**src/rtl/fetch_inst_queue_pkg.sv**
```systemverilog
// Shared fetch-queue definitions: default widths, default depth and the
// {pc,inst} entry type that the fetch stage reuses when talking about
// queued instructions.
package fetch_inst_queue_pkg;

   localparam int ADDR_WIDTH        = 32;
   localparam int INST_WIDTH        = 32;
   localparam int FETCH_QUEUE_DEPTH = 4;

   // One buffered fetch result, PC in the upper half.
   typedef struct packed {
      logic [ADDR_WIDTH-1:0] pc;
      logic [INST_WIDTH-1:0] inst;
   } fetch_q_entry_t;

endpackage

```
**src/rtl/fetch_inst_queue.sv**
```systemverilog
// Show-ahead instruction queue between the ICache response side and decode.
// Fetch pushes {pc,inst} pairs (active-low in_e_), decode sees the head entry
// combinationally and pops it when not stalled. A commit flush empties the
// whole queue. Full is taken from the registered count only, so a push while
// full is dropped even if decode pops in the same cycle.
module fetch_inst_queue
   import fetch_inst_queue_pkg::*;
#(
   parameter int ADDR  = ADDR_WIDTH,
   parameter int INST  = INST_WIDTH,
   parameter int DEPTH = FETCH_QUEUE_DEPTH
) (
   input  logic                     clk,
   input  logic                     reset_,
   input  logic                     flush_,
   input  logic                     in_e_,
   input  logic [ADDR-1:0]          in_pc,
   input  logic [INST-1:0]          in_inst,
   output logic                     in_full,
   output logic                     inst_e_,
   output logic [ADDR-1:0]          inst_pc,
   output logic [INST-1:0]          inst,
   input  logic                     dec_stall,
   output logic [$clog2(DEPTH):0]   occupancy
);

   localparam int           PTR      = $clog2(DEPTH);
   localparam logic [PTR:0] FULL_CNT = (PTR+1)'(DEPTH);

   logic [PTR-1:0]  rd_ptr_q, rd_ptr_d;
   logic [PTR-1:0]  wr_ptr_q, wr_ptr_d;
   logic [PTR:0]    count_q, count_d;
   logic [ADDR-1:0] pc_mem_q   [DEPTH];
   logic [INST-1:0] inst_mem_q [DEPTH];
   logic            head_valid;
   logic            push;
   logic            pop;

   // Handshake decode and head presentation; flush masks the head instantly.
   always_comb begin
      head_valid = (count_q != '0) && flush_;
      in_full    = (count_q == FULL_CNT);
      push       = !in_e_ && !in_full && flush_;
      pop        = head_valid && !dec_stall;
      inst_e_    = !head_valid;
      inst_pc    = head_valid ? pc_mem_q[rd_ptr_q]   : '0;
      inst       = head_valid ? inst_mem_q[rd_ptr_q] : '0;
      occupancy  = count_q;
   end

   // Pointer and count next state; flush wins over push and pop.
   always_comb begin
      rd_ptr_d = rd_ptr_q;
      wr_ptr_d = wr_ptr_q;
      count_d  = count_q;
      if (!flush_) begin
         rd_ptr_d = '0;
         wr_ptr_d = '0;
         count_d  = '0;
      end else begin
         if (push) wr_ptr_d = wr_ptr_q + 1'b1;
         if (pop)  rd_ptr_d = rd_ptr_q + 1'b1;
         if (push && !pop)      count_d = count_q + 1'b1;
         else if (pop && !push) count_d = count_q - 1'b1;
      end
   end

   // Pointer/count registers, cleared asynchronously.
   always_ff @(posedge clk or negedge reset_) begin
      if (!reset_) begin
         rd_ptr_q <= '0;
         wr_ptr_q <= '0;
         count_q  <= '0;
      end else begin
         rd_ptr_q <= rd_ptr_d;
         wr_ptr_q <= wr_ptr_d;
         count_q  <= count_d;
      end
   end

   // Entry storage; contents are meaningless until written, so no reset.
   always_ff @(posedge clk) begin
      if (push) begin
         pc_mem_q[wr_ptr_q]   <= in_pc;
         inst_mem_q[wr_ptr_q] <= in_inst;
      end
   end

   // Structural invariants of the pointer/count bookkeeping.
   always @(posedge clk) begin
      if (reset_) begin
         assert (count_q <= FULL_CNT);
         assert (!(push && in_full));
         assert ((wr_ptr_q - rd_ptr_q) == count_q[PTR-1:0]);
         if (!in_e_) assert (!$isunknown({in_pc, in_inst}));
      end
   end

endmodule

```
**config.mk**
```make
export PLATFORM = sky130hd
export DESIGN_NAME = fetch_inst_queue
export DESIGN_NICKNAME = d
export VERILOG_FILES = /design/src/rtl/fetch_inst_queue_pkg.sv /design/src/rtl/fetch_inst_queue.sv
export SDC_FILE = /design/constraint.sdc
export NUM_CORES = 1
export LEC_CHECK = 0
export CAP_MARGIN = 20
export CORE_ASPECT_RATIO = 1.75
export CORE_MARGIN = 1.5
export CORE_UTILIZATION = 45
export CTS_CLUSTER_DIAMETER = 200
export DETAILED_ROUTE_END_ITERATION = 6
export DONT_BUFFER_PORTS = 1
export GPL_TIMING_DRIVEN = 1
export PLACE_DENSITY = 0.56
export SKIP_CTS_REPAIR_TIMING = 1
export SLEW_MARGIN = 30
export SYNTH_ARGS = -nofsm -noshare
export SYNTH_HDL_FRONTEND = slang
export SYNTH_SLANG_ARGS = --single-unit
```
**constraint.sdc**
```tcl
create_clock -name clk -period 3.5 [get_ports clk]
set_clock_uncertainty 0.2 [all_clocks]
set_input_delay 0.7 -clock clk [delete_from_list [all_inputs] [get_ports clk]]
set_output_delay 0.7 -clock clk [all_outputs]
set_load 0.02 [all_outputs]
```
## Word level (Yosys, flattened, before mapping)

Memory sizes are Yosys's and may differ from the RTL's.
Index checks and enable logic that the tools add are counted.

| operators by class | value |
|---|---|
| reductions and logical operators | 13 |
| equality and inequality tests | 4 |
| multiplexer cells | 11 |
| add/subtract/negate cells | 4 |

Operator list:

| kind | count |
|---|---|
| $mux W32 | 2 |
| $mux W3 | 3 |
| $mux W2 | 4 |
| $logic_and A1 B1 Y1 | 6 |
| $logic_not A1 Y1 | 6 |
| $add A2 B1 Y2 const B | 2 |
| $ne A2 B1 Y1 const B | 2 |
| $add A3 B1 Y3 const B | 1 |
| $eq A3 B3 Y1 const B | 1 |
| $ne A3 B1 Y1 const B | 1 |
| $reduce_bool A3 Y1 | 1 |
| $sub A3 B1 Y3 const B | 1 |
| $mux W1 | 2 |

| word-level totals | value |
|---|---|
| output and inout bits | 69 |
| flip-flop bits (word level) | 7 |
| memories | 2 |
| logic and storage cells | 37 |
| input port bits | 69 |
| RAM bits | 256 |

Memory list:

| memory | depth | width | rd ports | clocked after Yosys merged registers in | write ports | line | source |
|---|---|---|---|---|---|---|---|
| inst_mem_q | 4 | 32 | 1 | 0 | 1 | fetch_inst_queue.sv:34 | `logic [INST-1:0] inst_mem_q [DEPTH];` |
| pc_mem_q | 4 | 32 | 1 | 0 | 1 | fetch_inst_queue.sv:33 | `logic [ADDR-1:0] pc_mem_q [DEPTH];` |

## Longest topological paths before layout

Gate-level depths: netlist (run 1).

| depth | value |
|---|---|
| depth after elaboration | 9 |
| depth in mapped cells | 8 |

## Least setup slack after synthesis (run 1)

Ideal clock, no wire load.

| timing | value |
|---|---|
| kind | input -> register |
| start point | input port in_e_ |
| end point | memory inst_mem_q[0][0] (netlist bit), enable pin |
| arrival time | 2.715 ns |
| stages | 4 |
| library setup time | 0.429 ns |
| path buffers | 1 |
| slack | 0.156 ns |
| required time | 2.871 ns |
| cells stage by stage | clkbuf_1 > nand2b_1 > nor2_1 > and2_1 |

| between the ends | value |
|---|---|
| cells in the longest elaborated chain, start to end | 5 |

RTL lines:

| element | line | source |
|---|---|---|
| start: declaration | fetch_inst_queue.sv:16 | `input logic in_e_,` |
| $logic_not A1 Y1 | - |  |
| $logic_and A1 B1 Y1 (2 in series) | fetch_inst_queue.sv:43 | `push = !in_e_ && !in_full && flush_;` |
| $mux W1 | fetch_inst_queue.sv:83 | `if (push) begin` |
| $mux W1 (not written as such) | fetch_inst_queue.sv:85 | `inst_mem_q[wr_ptr_q] <= in_inst;` |
| end: declaration | fetch_inst_queue.sv:34 |  |

Every way passes these cells.

## Worst setup path after layout (run 1)

| timing | value |
|---|---|
| start point | register rd_ptr_q[0] |
| end point | output port inst[30] |

| between the ends | value |
|---|---|
| cells in the longest elaborated chain, start to end | 2 |

RTL lines:

| element | line | source |
|---|---|---|
| start: declaration | fetch_inst_queue.sv:30 | `logic [PTR-1:0] rd_ptr_q, rd_ptr_d;` |
| start signal: assignment | fetch_inst_queue.sv:75 | `rd_ptr_q <= rd_ptr_d;` |
| $mem_v2 Z4 W32 | - |  |
| $mux W32 | fetch_inst_queue.sv:47 | `inst = head_valid ? inst_mem_q[rd_ptr_q] : '0;` |
| end: declaration | fetch_inst_queue.sv:22 | `output logic [INST-1:0] inst,` |

Every way passes these cells.

==> reports/results.ini, run 1 <==
[outcome]
outcome = finished clean

[finish]
mostFrequentLayoutCells = edfxtp_1, mux4_2, nor2b_1
area_growth_pct = 11.0
fillerInstances = 1828
diodes = 0
fin_nets = 564
final_common_cell = edfxtp_1
drive_gt1_share_pct = 30.4

[place]
dp_slack_ps = 681
gp_congestion = 0.738
portBuffers = 0
dp_hpwl_mm = 11.7

[synth]
synth.area.top_cells = edfxtp_1, mux4_2, nor2b_4
yosys.area.top_type = edfxtp_1
ys_seq_elements = 263
synth_cells = 472
syn-cell-area_um2 = 10500
yosysWarnings = 0
synth_nets = 546
avgSynthCellArea_um2 = 22.3
ys_seq_area_share_pct = 74.7
synth_cell_types = 34
synth_top_area_share_pct = 73.0

[sta]
setup_viol = 0
fin_crit_ps = 3280
setup_ws_ps = 219
rsz0062_at_grt = false
slew_viol_final = 0
worst_pin_slew_ps = 597
finalHoldViolCount = 0
slew_headroom_pct = 60.1
period_share_pct = 93.7
tns_ps = 0
max_clock_freq_ghz = 0.305

[worst_setup_path]
startpoint = rd_ptr_q[0]
startpoint_type = register
path_class = reg -> out
crit_chain = buf_4 -> mux4_2 -> nor2b_1
worst_path_max_delay_cell = dfrtp_4
worstPathMaxFanout = 23
slowest_delay_ps = 730
worst_r2r_startpoint = occupancy[2]
cp_data_arrival_time_ps = 2380
worstPathRequired_ps = 2600
cp-end-kind = output pin

[detailed_routing]
drc_errors = 0
ant_nets = 0
drt_wl_total_mm = 19.4
vias = 4442
wl_per_cell_um = 24.0
drt_iter0_drc = 405
dr.pass1.iters = 4
vias_per_cell = 5.50

[run]
maxCapViolations = 0

[power]
p_leak_nw = 3.66
power_density_nw_per_um2 = 672
ir_worst_vdd_mv = 0.431

[floorplanning]
start_util_pct = 46.1
die_area_um2 = 24300
rows = 73
die_w_um = 119
core_area_um2 = 22800
io_pins = 138
die_h_um = 205

[worst_hold_path]
hold_class = in -> reg
worstHoldStart = in_pc[16]

[clock_network]
clockRootBuffer = clkbuf_16
clk_pin_slew_ps = 70
cts_buffers = 24
htreeDepth = 1
cts_tree = yes
cts.sinks = 263
clk_latency_ps = 500
cts.path.max_buffers = 3

[global_route]
first_global_vias = 5006
grt_max_degree = 43
grt_pass1_wl_mm = 29.8
overflow = 0
antenna_found_initial = 0
grt_use_total_pct = 16.3

cell usage after synthesis:
master	number
nand2_1	6
dfrtp_1	7
buf_6	1
mux2i_1	4
buf_4	5
nor2_1	3
nand2b_1	3
nor2b_4	30
a21oi_1	3
buf_2	9
and2_1	4
o21a_1	2
a221oi_1	1
edfxtp_1	256
o31a_1	1
clkbuf_1	6
o221a_2	1
clkbuf_4	1
o21ai_0	2
o31ai_4	1
clkbuf_2	1
nor2b_1	35
inv_1	6
nor3b_2	1
nor3b_1	2
or2_1	1
o21bai_1	2
fa_1	1
nor3_1	2
buf_12	4
ha_1	4
or3_1	2
mux4_2	64
a21boi_0	1
flip-flops by register name, summed over array words and instances, names as in the netlist:
signal      cells
inst_mem_q    128
pc_mem_q      128
occupancy       3
rd_ptr_q        2
wr_ptr_q        2
worst max-delay path: cells and delay by family (launching register included):
| kind | cells | cell delay [ps] |
|---|---|---|
| DFF | 1 | 730 |
| muxes | 1 | 540 |
| buffers and inverters | 1 | 360 |
| and+or+nand+nor | 1 | 220 |
cell type report:
cell class                      instances  area [µm²]  share of cell area, %
Clock buffer                           34         689                   5.90
Clock inverter                          9        48.8                  0.418
Inverter                                6        22.5                  0.193
Multi-Input combinational cell        176        2440                   20.9
Sequential cell                       263        7870                   67.4
Tap cell                              300         375                   3.21
Timing Repair Buffer                   19         233                   1.99
layer usage:
layer	vias to the layer above	part of all wire [%]	GRT usage, %
li1	1935	-	-
met1	2349	37	18.6
met2	126	54	29.7
met3	32	6.7	4.35
met4	0	2.7	5.25
met5	-	0	0
logic make-up (layout without fill, tap and decap cells):
family                     Yosys count  after routing  synth area share (%)
DFF                                263            263                  74.7
and+or+nand+nor                     89             89                  7.28
muxes                               68             68                  14.1
buffers and inverters               33             68                  2.20
AOI/OAI and AO/OA                   14             14                  1.07
adders and majority gates            5              5                 0.666
metrics by stage:
step | area, µm² | hold WS (ps) | total power [mW] | util [%] | instances
after floorplan | 10500 | 204 | 5.25 | - | 472
after global placement | 10900 | 205 | 5.48 | 47.9 | 763
after detailed placement | 10900 | 205 | 5.52 | 47.9 | 763
after CTS | 11700 | -339 | 7.97 | 51.1 | 806
after global routing | 11700 | 56.1 | 8.17 | 51.1 | 807
final | 11700 | 80.9 | 7.84 | 51.1 | 807
path summary, 6_finish.rpt:
kind / to / slack (ps) / cells after the start
worst min register to register: wr_ptr_q[0] / 430 / 2
max in group asynchronous: rd_ptr_q[0] / 2500 / 1
min in group asynchronous: occupancy[1] / 320 / 1
worst max-delay path: inst[30] / 220 / 3
worst min-delay path: pc_mem_q[2][16] / 80 / 0
worst max register to register: pc_mem_q[0][4] / 950 / 5
report_power, final:
| group | internal, mW | switching [mW] |
|---|---|---|
| registers | 3.63 | 0.150 |
| clock network | 1.37 | 1.07 |
| logic | 0.729 | 0.897 |
Power figures use the tool's default switching activity.
==> run 2, diff against run 1 <==
--- a/config.mk
+++ b/config.mk
@@ -15,7 +15,7 @@
 export GPL_TIMING_DRIVEN = 1
 export PLACE_DENSITY = 0.56
 export SKIP_CTS_REPAIR_TIMING = 1
-export SLEW_MARGIN = 30
+export SLEW_MARGIN = 0
 export SYNTH_ARGS = -nofsm -noshare
 export SYNTH_HDL_FRONTEND = slang
 export SYNTH_SLANG_ARGS = --single-unit
==> results of run 2 <==
No change in the layout: final DEF, timing and power equal those of run 1.
==> run 3, diff against run 2 <==
--- a/config.mk
+++ b/config.mk
@@ -9,11 +9,13 @@
 export CORE_ASPECT_RATIO = 1.75
 export CORE_MARGIN = 1.5
 export CORE_UTILIZATION = 45
+export CTS_BUF_LIST = sky130_fd_sc_hd__clkbuf_4 sky130_fd_sc_hd__clkbuf_8 sky130_fd_sc_hd__clkbuf_16
 export CTS_CLUSTER_DIAMETER = 200
 export DETAILED_ROUTE_END_ITERATION = 6
 export DONT_BUFFER_PORTS = 1
 export GPL_TIMING_DRIVEN = 1
-export PLACE_DENSITY = 0.56
+export PLACE_DENSITY_LB_ADDON = 0.1
+export SETUP_SLACK_MARGIN = 0.02
 export SKIP_CTS_REPAIR_TIMING = 1
 export SLEW_MARGIN = 0
 export SYNTH_ARGS = -nofsm -noshare
==> run 3 against run 2 <==
Combinational power fell by 2%. Largest power group unchanged. Clock-buffer cell count fell by 4. First-iteration DRC count fell by 46%. Hold slack got worse by 5.3 ps. Clock power rose by 4%. Wire length rose by 0.25%. Sequential cell count did not move. Worst setup slack improved by 60 ps. Core utilization fell by 0.26 points. Total power rose by 0.87%. Critical path depth did not move. Sequential share of layout area rose by 0.34 points.
==> reports/results.ini, run 3 (synthesized netlist as in run 1, its figures left out) <==
[floorplanning]
die_area_um2 = 24300  ; unchanged
rows = 73  ; unchanged
io_pins = 138  ; unchanged
core_area_um2 = 22800  ; unchanged
die_w_um = 119  ; unchanged
start_util_pct = 46.1  ; unchanged
die_h_um = 205  ; unchanged

[finish]
finalInstanceArea_um2 = 11600  ; -0.50%
area_growth_pct = 10.4
mostFrequentLayoutCells = edfxtp_1, mux4_2, nor2b_1
final_common_cell = edfxtp_1
fin_nets = 559  ; -0.89%
drive_gt1_share_pct = 30.5  ; +0.10 points
diodes = 0  ; unchanged

[detailed_routing]
dr.pass1.iters = 4  ; unchanged
drt_iter0_drc = 217  ; -46%
drc_errors = 0  ; unchanged
wl_per_cell_um = 24.3  ; +0.87%
drt_wl_total_mm = 19.5  ; +0.25%
vias = 4403  ; -0.88%
ant_nets = 0  ; unchanged
vias_per_cell = 5.49  ; -0.26%

[run]
maxCapViolations = 0  ; unchanged

[sta]
slew_headroom_pct = 44.8  ; -15 points
rsz0062_at_grt = false
finalHoldViolCount = 0  ; unchanged
setup_viol = 0  ; unchanged
tns_ps = 0  ; unchanged
max_clock_freq_ghz = 0.310  ; +1.9%
period_share_pct = 92.0  ; -1.7 points
worst_pin_slew_ps = 828  ; +231 ps
slew_viol_final = 0  ; unchanged
setup_ws_ps = 279  ; +60.3 ps
fin_crit_ps = 3220  ; -60.3 ps

[place]
dp_slack_ps = 751  ; +69.8 ps
portBuffers = 0  ; unchanged
placed_cell_area_um2 = 10800  ; -0.80%
gp_congestion = 0.702  ; -4.9%
dp_hpwl_mm = 11.6  ; -0.89%

[global_route]
grt_use_total_pct = 16.2  ; -0.051 points
first_global_vias = 4939  ; -1.3%
overflow = 0  ; unchanged
grt_max_degree = 67  ; +56%
antenna_found_initial = 0  ; unchanged
grt_pass1_wl_mm = 29.7  ; -0.51%

[worst_setup_path]
path_class = reg -> out
startpoint_type = register
slowest_delay_ps = 730  ; about the same
cp-end-kind = output pin
cp_data_arrival_time_ps = 2320  ; -60 ps
crit_family = flip-flops
worstPathRequired_ps = 2600  ; about the same
cp_num_buf_inv = 1  ; unchanged
worstPathMaxFanout = 25  ; +8.7%
worst_path_max_delay_cell = dfrtp_4
crit_chain = buf_12 -> mux4_2 -> nor2b_1

[power]
p_leak_nw = 3.64  ; -0.49%
power_density_nw_per_um2 = 681  ; +1.4%
ir_worst_vdd_mv = 0.500  ; +16%
power.total_mw = 7.91  ; +0.87%

[clock_network]
cts_tree = yes
cts_buffers = 24  ; unchanged
clk_latency_ps = 510  ; about the same
clk_pin_slew_ps = 60  ; about the same
cts.path.max_buffers = 3  ; unchanged
clockRootBuffer = clkbuf_16
cts.sinks = 263  ; unchanged
htreeDepth = 1  ; unchanged

[outcome]
outcome = finished clean

[worst_hold_path]
hold_class = in -> reg

-- run 3: worst paths after layout --
check / start / endpoint / slack [ps] / cells past startpoint
worst max-delay path: rd_ptr_q[0] / inst_pc[0] / 280 / 3
worst min-delay path: in_inst[29] / inst_mem_q[0][29] / 80 / 0
worst max register to register: occupancy[1] / inst_mem_q[2][10] / 780 / 4
worst min register to register: wr_ptr_q[0] / wr_ptr_q[0] / 410 / 2
max in group asynchronous: reset_ / rd_ptr_q[1] / 2460 / 1
min in group asynchronous: reset_ / wr_ptr_q[0] / 330 / 1
-- run 3: cell type report --
cell class                      count  area (µm²)
Inverter                            6        22.5
Tap cell                          300         375
Clock inverter                     13         121
Sequential cell                   263        7870
Multi-Input combinational cell    176        2440
Timing Repair Buffer               14         145
Fill cell                        1834       11200
Clock buffer                       30         646
-- run 3: metrics by stage --
step	cells	util (%)	hold WS (ps)
floorplan	472	-	204
global placement	758	47.5	205
detailed placement	758	47.5	205
CTS	801	50.8	-349
global route	802	50.9	48.8
finish	802	50.9	75.6
-- run 3: layer usage --
metal / track usage (%) / up-vias / share of wire [%]
met5: 0 / - / 0
met4: 4.60 / 0 / 1.7
met3: 5.18 / 26 / 7.4
met2: 29.2 / 112 / 54
met1: 18.5 / 2347 / 37
li1: - / 1918 / -
-- run 3: power by group --
| group | switching (mW) | total (mW) | internal (mW) |
|---|---|---|---|
| Sequential | 0.169 | 3.80 | 3.63 |
| Clock | 1.07 | 2.53 | 1.46 |
| Combinational | 0.881 | 1.59 | 0.708 |
